File: src/rtl/pwm_fader_if.sv
// rtl/pwm_fader_if.sv - control and output bundle between the fader and its driver
interface pwm_fader_if #(
    parameter int N          = 8,
    parameter int PRESCALE_W = 16,
    parameter int HOLD_W     = 8
);
    logic                  ena;
    logic [PRESCALE_W-1:0] prescale;
    logic [N-1:0]          step_size;
    logic [HOLD_W-1:0]     hold;
    logic                  step;
    logic                  period_start;
    logic [N-1:0]          duty;
    logic [1:0]            phase;

    modport master (
        output ena, prescale, step_size, hold,
        input  step, period_start, duty, phase
    );

    modport slave (
        input  ena, prescale, step_size, hold,
        output step, period_start, duty, phase
    );
endinterface

File: src/rtl/pwm_fader.sv
// rtl/pwm_fader.sv - breathing duty generator with step prescaler; PWM_FADER_GAMMA_EN adds a perceptual duty curve
module pwm_fader #(
    parameter int N          = 8,
    parameter int PRESCALE_W = 16,
    parameter int HOLD_W     = 8
) (
    input  logic       clk,
    input  logic       rst,
    pwm_fader_if.slave bus
);
    localparam logic [N-1:0] L_MAX = {N{1'b1}};

    typedef enum logic [1:0] {
        S_LOW  = 2'd0,
        S_UP   = 2'd1,
        S_HIGH = 2'd2,
        S_DOWN = 2'd3
    } state_t;

    logic [PRESCALE_W-1:0] r_pc;
    logic                  r_step;
    logic                  r_pstart;
    logic [N-1:0]          r_pcnt;
    logic [HOLD_W-1:0]     r_hc;
    state_t                r_state;
    logic [N-1:0]          r_lin;

    logic                  w_wrap;
    logic [N-1:0]          w_pcnt_next;
    logic                  w_adv;
    logic [N-1:0]          w_s;
    logic [N:0]            w_sum;
    state_t                w_state_next;
    logic [HOLD_W-1:0]     w_hc_next;
    logic [N-1:0]          w_lin_next;

    assign w_wrap      = (r_pc >= bus.prescale);
    // pcnt as it will read during the cycle the next step is presented
    assign w_pcnt_next = r_step ? (r_pcnt + 1'b1) : r_pcnt;
    assign w_adv       = bus.ena && r_pstart;

    always_ff @(posedge clk) begin
        if (rst) begin
            r_pc     <= '0;
            r_step   <= 1'b0;
            r_pstart <= 1'b0;
            r_pcnt   <= '0;
        end else if (bus.ena) begin
            r_pc     <= w_wrap ? '0 : (r_pc + 1'b1);
            r_step   <= w_wrap;
            r_pstart <= w_wrap && (w_pcnt_next == L_MAX);
            r_pcnt   <= w_pcnt_next;
        end else begin
            r_step   <= 1'b0;
            r_pstart <= 1'b0;
        end
    end

    always_ff @(posedge clk) begin
        if (rst) begin
            r_state <= S_LOW;
            r_hc    <= '0;
            r_lin   <= '0;
        end else if (w_adv) begin
            r_state <= w_state_next;
            r_hc    <= w_hc_next;
            r_lin   <= w_lin_next;
        end
    end

    assign w_s   = (bus.step_size == '0) ? {{(N-1){1'b0}}, 1'b1} : bus.step_size;
    assign w_sum = {1'b0, r_lin} + {1'b0, w_s};

    always_comb begin
        w_state_next = r_state;
        w_hc_next    = r_hc;
        w_lin_next   = r_lin;
        case (r_state)
            S_LOW: begin
                w_lin_next = '0;
                // equality exit: a hold lowered below hc runs hc through the wrap
                if (r_hc == bus.hold) begin
                    w_hc_next    = '0;
                    w_state_next = S_UP;
                end else begin
                    w_hc_next = r_hc + 1'b1;
                end
            end
            S_UP: begin
                if (w_sum >= {1'b0, L_MAX}) begin
                    w_lin_next   = L_MAX;
                    w_state_next = S_HIGH;
                end else begin
                    w_lin_next = w_sum[N-1:0];
                end
            end
            S_HIGH: begin
                w_lin_next = L_MAX;
                if (r_hc == bus.hold) begin
                    w_hc_next    = '0;
                    w_state_next = S_DOWN;
                end else begin
                    w_hc_next = r_hc + 1'b1;
                end
            end
            S_DOWN: begin
                if (r_lin <= w_s) begin
                    w_lin_next   = '0;
                    w_state_next = S_LOW;
                end else begin
                    w_lin_next = r_lin - w_s;
                end
            end
            default: begin
                w_state_next = S_LOW;
                w_lin_next   = '0;
                w_hc_next    = '0;
            end
        endcase
    end

    assign bus.step         = r_step;
    assign bus.period_start = r_pstart;
    assign bus.phase        = r_state;

`ifdef PWM_FADER_GAMMA_EN
    logic [2*N-1:0] w_gprod;
    logic [N-1:0]   r_duty;

    // (L+1)*L >> N keeps both endpoints exact: 0 -> 0 and MAX -> MAX
    assign w_gprod = ({{N{1'b0}}, r_lin} + {{(2*N-1){1'b0}}, 1'b1}) * {{N{1'b0}}, r_lin};

    always_ff @(posedge clk) begin
        if (rst) begin
            r_duty <= '0;
        end else begin
            r_duty <= w_gprod[2*N-1:N];
        end
    end

    assign bus.duty = r_duty;
`else
    assign bus.duty = r_lin;
`endif
endmodule

File: src/flat_wrapper.sv
// flat-port wrapper written by rule: the top's interface ports become plain ports
module pwm_fader_flat 
#(
    parameter int N          = 8,
    parameter int PRESCALE_W = 16,
    parameter int HOLD_W     = 8
)
  (clk, rst, bus_ena, bus_prescale, bus_step_size, bus_hold, bus_step, bus_period_start, bus_duty, bus_phase);
  pwm_fader_if #(.N(N), .PRESCALE_W(PRESCALE_W), .HOLD_W(HOLD_W)) bus_i ();
  input  logic clk;
  input  logic rst;
  input wire logic [$bits(bus_i.ena)-1:0] bus_ena;
  input wire logic [$bits(bus_i.prescale)-1:0] bus_prescale;
  input wire logic [$bits(bus_i.step_size)-1:0] bus_step_size;
  input wire logic [$bits(bus_i.hold)-1:0] bus_hold;
  output wire logic [$bits(bus_i.step)-1:0] bus_step;
  output wire logic [$bits(bus_i.period_start)-1:0] bus_period_start;
  output wire logic [$bits(bus_i.duty)-1:0] bus_duty;
  output wire logic [$bits(bus_i.phase)-1:0] bus_phase;
  assign bus_i.ena = bus_ena;
  assign bus_i.prescale = bus_prescale;
  assign bus_i.step_size = bus_step_size;
  assign bus_i.hold = bus_hold;
  assign bus_step = bus_i.step;
  assign bus_period_start = bus_i.period_start;
  assign bus_duty = bus_i.duty;
  assign bus_phase = bus_i.phase;
  pwm_fader #(.N(N), .PRESCALE_W(PRESCALE_W), .HOLD_W(HOLD_W)) u_core (.clk(clk), .rst(rst), .bus(bus_i));
endmodule
File: config.mk
export PLATFORM = sky130hd
export DESIGN_NAME = pwm_fader_flat
export DESIGN_NICKNAME = d
export VERILOG_FILES = /design/src/rtl/pwm_fader_if.sv /design/src/rtl/pwm_fader.sv /design/src/flat_wrapper.sv
export SDC_FILE = /design/constraint.sdc
export NUM_CORES = 1
export LEC_CHECK = 0
export BUFFER_PORTS_ARGS = -buffer_cell sky130_fd_sc_hd__buf_2
export CAP_MARGIN = 0
export CORE_MARGIN = 5
export CORE_UTILIZATION = 40
export CTS_CLUSTER_DIAMETER = 120
export DETAILED_ROUTE_END_ITERATION = 10
export HOLD_SLACK_MARGIN = 0.02
export PLACE_DENSITY = 0.7
export SYNTH_ARGS = -nofsm -noshare
export SYNTH_HDL_FRONTEND = slang
export SYNTH_SLANG_ARGS = --single-unit
File: constraint.sdc
create_clock -name clk -period 3.3 [get_ports clk]
set_clock_uncertainty 0.2 [all_clocks]
set_input_delay 0.33 -clock clk [delete_from_list [all_inputs] [get_ports clk]]
set_output_delay 0.33 -clock clk [all_outputs]
set_load 0.005 [all_outputs]
=== Yosys cells after proc, flatten, opt, wreduce, memory -nomap -nowiden ===
Cells that the tools add are included.

* Add/sub/neg operators: 5
* $mul: 0
* Divide/modulo/power cells: 0
* Magnitude comparators: 3
* Equal/unequal tests: 9
* Shift-type cells: 0
* Muxes and demuxes: 12
* Bitwise gates (word level): 1
* Reductions and logical operators: 8

{| class="wikitable"
|+ Operators by type and width
! cell !! number
|-
| $mux W8 || 5
|-
| $pmux W8 S4 || 1
|-
| $add A16 B1 Y16 const B || 1
|-
| $add A8 B1 Y8 const B || 2
|-
| $ge A16 B16 Y1 || 1
|-
| $mux W16 || 1
|-
| $add A8 B8 Y9 || 1
|-
| $ge A9 B8 Y1 const B || 1
|-
| $eq A8 B8 Y1 || 1
|-
| $eq A8 B8 Y1 const B || 1
|-
| $le A8 B8 Y1 || 1
|-
| $logic_not A8 Y1 || 1
|-
| $mux W2 || 4
|-
| $ne A2 B1 Y1 const B || 4
|-
| $pmux W2 S4 || 1
|-
| $sub A8 B8 Y8 || 1
|-
| $reduce_and A5 Y1 || 1
|-
| $eq A2 B2 Y1 const B || 2
|-
| $reduce_or A2 Y1 || 2
|-
| $eq A2 B1 Y1 const B || 1
|-
| $logic_and A1 B1 Y1 || 2
|-
| $logic_not A2 Y1 || 1
|-
| $reduce_and A2 Y1 || 1
|-
| $not A1 Y1 || 1
|}

* Bits in registers: 44
* Latch bits: 0
* Bits in writable memories: 0
* Memory bits (read-only): 0
* Input port bits: 35
* Output and inout bits: 12
* Logic and storage cells: 45
* Memories: 0

=== Longest topological paths before layout ===
Gate-level depths: netlist (run 1).

* Depth in word-level cells: 6
* Mapped depth: 11
* Mapped depth without buffers: 11

=== Worst setup path before layout (run 1) ===
Ideal clock, no wire load.

* Path kind: in2reg
* Start point: in bus_step_size[7]
* End point: reg u_core.r_state[1] (netlist: u_core.bus.phase[1])
* Library setup time: 0.087 ns
* Arrival time: 2.789 ns
* Data required time: 3.013 ns
* Setup slack: 0.224 ns
* Cell stages on the path: 11
* Buffers on the path: 0
* Cell sequence: inv_1 > a41o_1 > ha_1 > fa_1 > nand2b_1 > a21oi_1 > a21bo_2 > xor2_1 > o41a_1 > or4b_1 > o31ai_1

* Longest elaborated chain between the ends: 6
* Elaborated cells between the ends (all ways): 8
* Classes of those cells: add/sub (1); order compare (2); eq/ne (2); mux (1); reduce/logical (2)

{| class="wikitable"
|+ RTL lines
! what !! RTL line !! source
|-
| start, declared || flat_wrapper.sv:14 || <nowiki>input wire logic [$bits(bus_i.step_size)-1:0] bus_step_size;</nowiki>
|-
| $logic_not A8 Y1 || pwm_fader.sv:71 || <nowiki>assign w_s = (bus.step_size == '0) ? {{(N-1){1'b0}}, 1'b1} : bus.step_size;</nowiki>
|-
| $mux W8 * || pwm_fader.sv:71 ||
|-
| $add A8 B8 Y9 || pwm_fader.sv:72 || <nowiki>assign w_sum = {1'b0, r_lin} + {1'b0, w_s};</nowiki>
|-
| $ge A9 B8 Y1 || pwm_fader.sv:90 || <nowiki>if (w_sum >= {1'b0, L_MAX}) begin</nowiki>
|-
| $ne A2 B1 Y1 (no source line) || n/a ||
|-
| $reduce_and A5 Y1 (no source line) * || n/a ||
|-
| end signal, assigned || pwm_fader.sv:65 || <nowiki>r_state <= w_state_next;</nowiki>
|-
| end, declared || pwm_fader.sv:25 || <nowiki>state_t r_state;</nowiki>
|}

Mark *: on every way between the ends. The rest lies on a longest branch, timed or not.
A chain may end at the register's enable or synchronous reset.

=== Worst setup path in the final report (run 1) ===
* Start point: in bus_step_size[5]
* End point: reg u_core.r_state[1] (netlist: u_core.bus.phase[1])

The elaborated chain is that of the path after synthesis.

==> results.md, run 1 <==
* Outcome: complete, no violations
* Routed WL at around 7.5 mm
* Distinct cells, synth at 50
* Critical Path Max Stage Delay at approximately 510 ps
* Max Clock Freq at about 0.33 GHz
* Layout net count at about 540
* Placed cells at ~560
* Remaining global-route overflow at 0
* Area of the core at between 8000 and 9000 um^2
* Post-DP HPWL at 6.14 mm
* Critical Path Slowest Stage Cell: or4b_1
* Layout area overhead at 14.1%
* Final Hold Fails at 0
* Routed vias at about 3000
* PortBufs at 46
* Ports at 47
* TritonCTS Buffers at 5
* Crit path DAT at roughly 3000 ps
* First-pass GRT wire length at about 13 mm
* Initial detailed-routing violation count at 190
* Setup ws final at around 250 ps
* Avg Cell Area, Syn at just over 8 um^2
* Clock Root Buffer: clkbuf_8
* Die height at ~100 um
* Max Slew Vio Count at 0
* Startpoint types: input pin
* Final core occ at 46.6%
* EDFF count, synth at 0
* YS warnings at 0
* VDD IR max at between 0.0001 and 0.00015 V
* Share of layout cells above drive strength 1 at 15.9%
* Chip width at ~100 um
* Sinks on Clock Net at 44
* Routed Antenna Nets at 0
* Period utilization at between 90% and 100%
* Post-CTS Setup Inserts at 0
* Largest net degree at the start of global routing at 20
* Post-CTS Resized at 0
* Max_cap viols at 0
* Final setup viols at 0
* Post-CTS Hold Fix Bufs at 0
* Post-synth top flop: dfxtp_1
* Setup Crit Path Kind: in2reg
* Area leader, netlist: dfxtp_1
* Critical Path RT at 3300 ps
* Routed vias/inst at roughly 5.2
* Pwr/cell area at 257 nW/um^2
* Tot Pwr at between 0.0009 and 0.001 W
* CTS max path bufs at 2
* HP Class: in2reg
* Slew margin rel. at a little over a quarter
* Clock period minus worst slack at between 3000 and 4000 ps
* Clk slew on worst S/H paths at 80 ps
* GP Congestion at ~0.91
* Crit-path max FO at 3
* Sequential area share after synthesis at around a quarter
* Seq cells post-synth at 44
* Total die area at between 10000 and 15000 um^2
* Pre-CTS worst setup slack at -75.6 ps
* Crit path capture type: flip-flop
* Worst-Margin Slew at 1110 ps
* Initial antenna violation count at 0
* FILL cells at approximately 800
* Critical Path, Cell by Cell: buf_2 > nor4_1 > a41o_1 > ha_1 > fa_1 > nand2b_1 > a21oi_1 > a21bo_2 > xor2_1 > o41a_1 > or4b_1 > o31ai_1
* Syn nets at between 400 and 500
* DR pass1 iterations at 5
* Finished Layout Cells at approximately 560
* CTS H-tree depth at 2
* Vias in the first global route at approximately 2900
* DRC violations left at 0
* Tot GR Track Use at between 10% and 20%
* Row cnt at 33
* Post-synth ARST share at 0%
* Ant. Diodes at 0
* Worst hold slack at about 210 ps
* Clk Latency, worst-skew pair at around 300 ps
* Starting Density at between 40 and 50%
* Synth Cell Area at 3320 um^2
* CTS tree: done
* Leakage at between 1.5 and 2 nW
* Synth top area cells: dfxtp_1 (27%), ha_1 (15%), xor2_1 (9.5%)
* Top cell type's share of synthesized area at between 20% and 30%
* Cells after Synth at around 400
* Routed len/inst at about 13 um
* RSZ-0062 raised after global routing: no
[layout by cell type (no fill, tap or decap), types with 4 or more instances in the layout]
cell type	instances
nor2_1	51
buf_2	46
dfxtp_1	44
ha_1	41
xor2_1	36
inv_1	32
a21oi_1	26
nand2_1	22
o21ai_0	18
buf_4	14
nand4_1	12
nand3_1	11
xnor2_1	10
and3_1	8
nor4_1	7
nor2b_1	6
nor3_1	6
nand2b_1	5
or3_1	5
a21o_1	5
clkbuf_8	5
a211oi_1	4
nand3b_1	4
[cells by family after synthesis]
group           share of synthesized area, %
buf+inv                                 5.92
mux                                    0.904
simple gates                            22.3
xor+xnor                                12.1
flops                                   26.5
fa+ha+maj                               16.7
compound gates                          15.6
[final cells by class]
cell class / instances / area [um^2] / area share (%)
tap: 105 / 131 / 3.47
clock inverter: 1 / 5.00 / 0.132
multi-input combinational: 316 / 2240 / 59.2
inverter: 32 / 120 / 3.17
timing repair buffer: 60 / 335 / 8.85
sequential: 44 / 881 / 23.2
clock buffer: 6 / 72.6 / 1.92
[per-layer routing]
layer / up-vias / track usage, % / share of wire, %
met4: 0 / 5.52 / 1.9
met1: 1368 / 20.8 / 47
met3: 11 / 2.21 / 3.6
li1: 1511 / - / -
met2: 61 / 25.9 / 48
met5: - / 0 / 0
[cell usage after synthesis, drive strengths merged (2+ instances only)]
cell and count:
o21ai 19, buf 6, fa 2, a211o 2, or3 5, and2 3, a211oi 4, nor2 51
o31ai 3, ha 41, nor4 7, inv 32, xnor2 10, and3 8, nand4 12, o221a 3
clkbuf 11, o211a 2, mux2i 3, nand2b 5, nand2 22, nand3 11, nor3 6, dfxtp 44
a21o 5, nor2b 7, o21a 2, and4 2, xor2 36, nand3b 4, a21oi 26
[final timing paths]
check | slack, ps | from | to | cells after the start
worst max-delay path | 250 | bus_step_size[5] | u_core.bus.phase[1] | 12
worst min-delay path | 210 | rst | u_core.r_pcnt[3] | 2
worst max register to register | 310 | u_core.bus.duty[1] | u_core.bus.phase[1] | 8
worst min register to register | 280 | u_core.r_pcnt[1] | u_core.r_pcnt[1] | 2
[state kept, by name (all words and copies together), names as in the netlist]
| signal | count |
|---|---|
| u_core.bus.duty | 8 |
| u_core.bus.period_start | 1 |
| u_core.bus.phase | 2 |
| u_core.bus.step | 1 |
| u_core.r_hc | 8 |
| u_core.r_pc | 16 |
| u_core.r_pcnt | 8 |
[power breakdown]
part	internal [W]	leakage (nW)	switching [W]
sequential	0.000533	0.355	0.00000328
clock	0.000144	0.0410	0.000170
combinational	0.0000567	1.42	0.0000681
[stage by stage]
step | setup TNS [ps] | instance area (um^2)
after global placement | 0 | 3710
after detailed placement | -75.6 | 3710
after CTS | 0 | 3790
after global routing | 0 | 3790
after floorplan | 0 | 3320
final | 0 | 3790
[worst max-delay path: cells and delay by family]
kind | cells | cell delay [ps]
simple gates | 3 | 930
fa+ha+maj | 2 | 390
compound gates | 5 | 1210
buf+inv | 1 | 110
xor+xnor | 1 | 80
Power figures use the tool's default switching activity.
==> inputs of run 2 (changes only) <==
- BUFFER_PORTS_ARGS: -buffer_cell sky130_fd_sc_hd__buf_2 -> -buffer_cell sky130_fd_sc_hd__clkbuf_2
- CORE_MARGIN: 5 -> 2
==> run 2 against run 1 <==
  * Power up 4.1%
  * Highest routed layer unchanged
  * Routed wire length down 2.0%
  * Via count down 1.2%
  * Design area down 0.46%
  * Largest power group unchanged
  * Core utilization down 0.22 points
==> results.md, run 2 (synthesized netlist as in run 1, its figures left out) <==
* Hold Startpoint: rst
* Hold depth at 2
* TritonCTS Buffers at 5
* Finished Layout Cells at between 500 and 600
* Vias in the first global route at 2963
* Crit path capture type: flip-flop
* Reg area at 881 um^2
* Layout area overhead at 13.6%
* DR pass1 iterations at 4
* Ant. Diodes at 0
* RSZ-0062 raised after global routing: no
* Setup TNS at 0 ps
* Routed vias/inst at 5.21
* Area of the multi-input gates at around 2200 um^2
* Clk Latency, worst-skew pair at 300 ps
* Row cnt at 33
* Setup Crit Path Kind: in2reg
* Max Clock Freq at roughly 0.33 GHz
* DRC violations left at 0
* Initial antenna violation count at 0
* Routed len/inst at 13.2 um
* Max_cap viols at 0
* Routed Antenna Nets at 0
* Post-CTS Resized at 0
* Most frequent cells in the layout: nor2_1 (51), clkbuf_2 (46), dfxtp_1 (44)
* Remaining global-route overflow at 0
* Placed cells at 552
* Die height at around 95 um
* R2R Path Start: u_core.bus.duty[1]
* Final setup viols at 0
* Clock period minus worst slack at a little over 3000 ps
* Routed vias at just under 3000
* Setup ws final at approximately 260 ps
* HP Class: in2reg
* CTS H-tree depth at 2
* Initial detailed-routing violation count at 186
* R2R depth at 8
* Sinks on Clock Net at between 40 and 50
* Crit path DAT at a little over 3000 ps
* Share of layout cells above drive strength 1 at between 10% and 20%
* Post-DP HPWL at about 6 mm
* Crit-path max FO at 3
* Clk slew on worst S/H paths at about 90 ps
* Clock Root Buffer: clkbuf_8
* Max Slew Vio Count at 0
* Period utilization at between 90% and 100%
* Final Hold Fails at 0
* Worst hold slack at about 240 ps
* Total die area at slightly above 9000 um^2
* Startpoint types: input pin
* Layout net count at 532
* CTS tree: done
* Ports at 47
* CTS max path bufs at 2
* VDD IR max at approximately 0.00016 V
* Post-CTS Hold Fix Bufs at 0
* Slew margin rel. at just under 30%
* Outcome: complete, no violations
* Worst-Margin Slew at between 1000 and 1500 ps
* Area of the core at between 8000 and 9000 um^2
* Reg with most FFs: u_core.r_pc
* Routed WL at roughly 7.4 mm
* Chip width at 95.1 um
* Worst Setup SP: bus_step_size[5]
* Final core occ at between 40% and 50%
* Tot GR Track Use at roughly 18%
* GP Congestion at around 0.94
* Leakage at between 1.5 and 2 nW
* Starting Density at ~41%
* Pwr/cell area at 269 nW/um^2
* Critical Path RT at roughly 3300 ps
* FILL cells at a little under 800
* First-pass GRT wire length at approximately 13 mm
* Largest net degree at the start of global routing at 20
* PortBufs at 46
* Pre-CTS worst setup slack at -70.5 ps
* Post-CTS Setup Inserts at 0
* Number of flip-flops in the largest register at 16
* Most common cell after layout, fill and taps aside: nor2_1
run 2: cell types whose count changed in the layout (fill, tap and decap cells not counted):
cell and delta:
clkinvlp_4 +2, clkbuf_8 +1, buf_4 -5, clkinv_2 -1, buf_2 -46, clkbuf_2 +46
clkbuf_1 -1
run 2: cell type report:
cell class	instances	share of cell area, %
Multi-Input combinational cell	316	59.5
Sequential cell	44	23.4
Timing Repair Buffer	55	7.90
Tap cell	105	3.48
Inverter	32	3.19
Clock buffer	6	2.19
Clock inverter	2	0.398
run 2: worst paths after layout:
path                          to  slack, ps
min reg2reg     u_core.r_pcnt[1]        280
max          u_core.bus.phase[1]        260
min             u_core.r_pcnt[1]        240
max reg2reg  u_core.bus.phase[1]        270
run 2: per-stage QoR:
stage               cell area, um^2  power (W)
detailed placement             3670   0.000669
CTS                            3770    0.00103
finish                         3770    0.00101
global placement               3670   0.000667
global route                   3770    0.00107
floorplan                      3320   0.000627
run 2: power breakdown:
| part | switching, W | internal [W] |
|---|---|---|
| Clock | 0.000188 | 0.000169 |
| Sequential | 0.00000574 | 0.000533 |
| Combinational | 0.0000647 | 0.0000538 |
| Total | 0.000258 | 0.000756 |
run 2: critical path, cell delays in order:
cell       delay [ps]
clkbuf_2          100
nor4_1            340
a41o_1            260
ha_1              200
nand2b_1          120
a2111oi_4         340
or2b_1            160
a311oi_1          130
o41a_1            470
or4b_1            510
o31ai_1            80
run 2: per-layer routing:
metal  global-route usage (%)  vias up  wire (um)
met5                        0        -          0
met4                     5.80        0        152
met3                     2.45       12        208
met2                     30.9       53       3550
met1                     23.1     1342       3480
li1                         -     1509          -
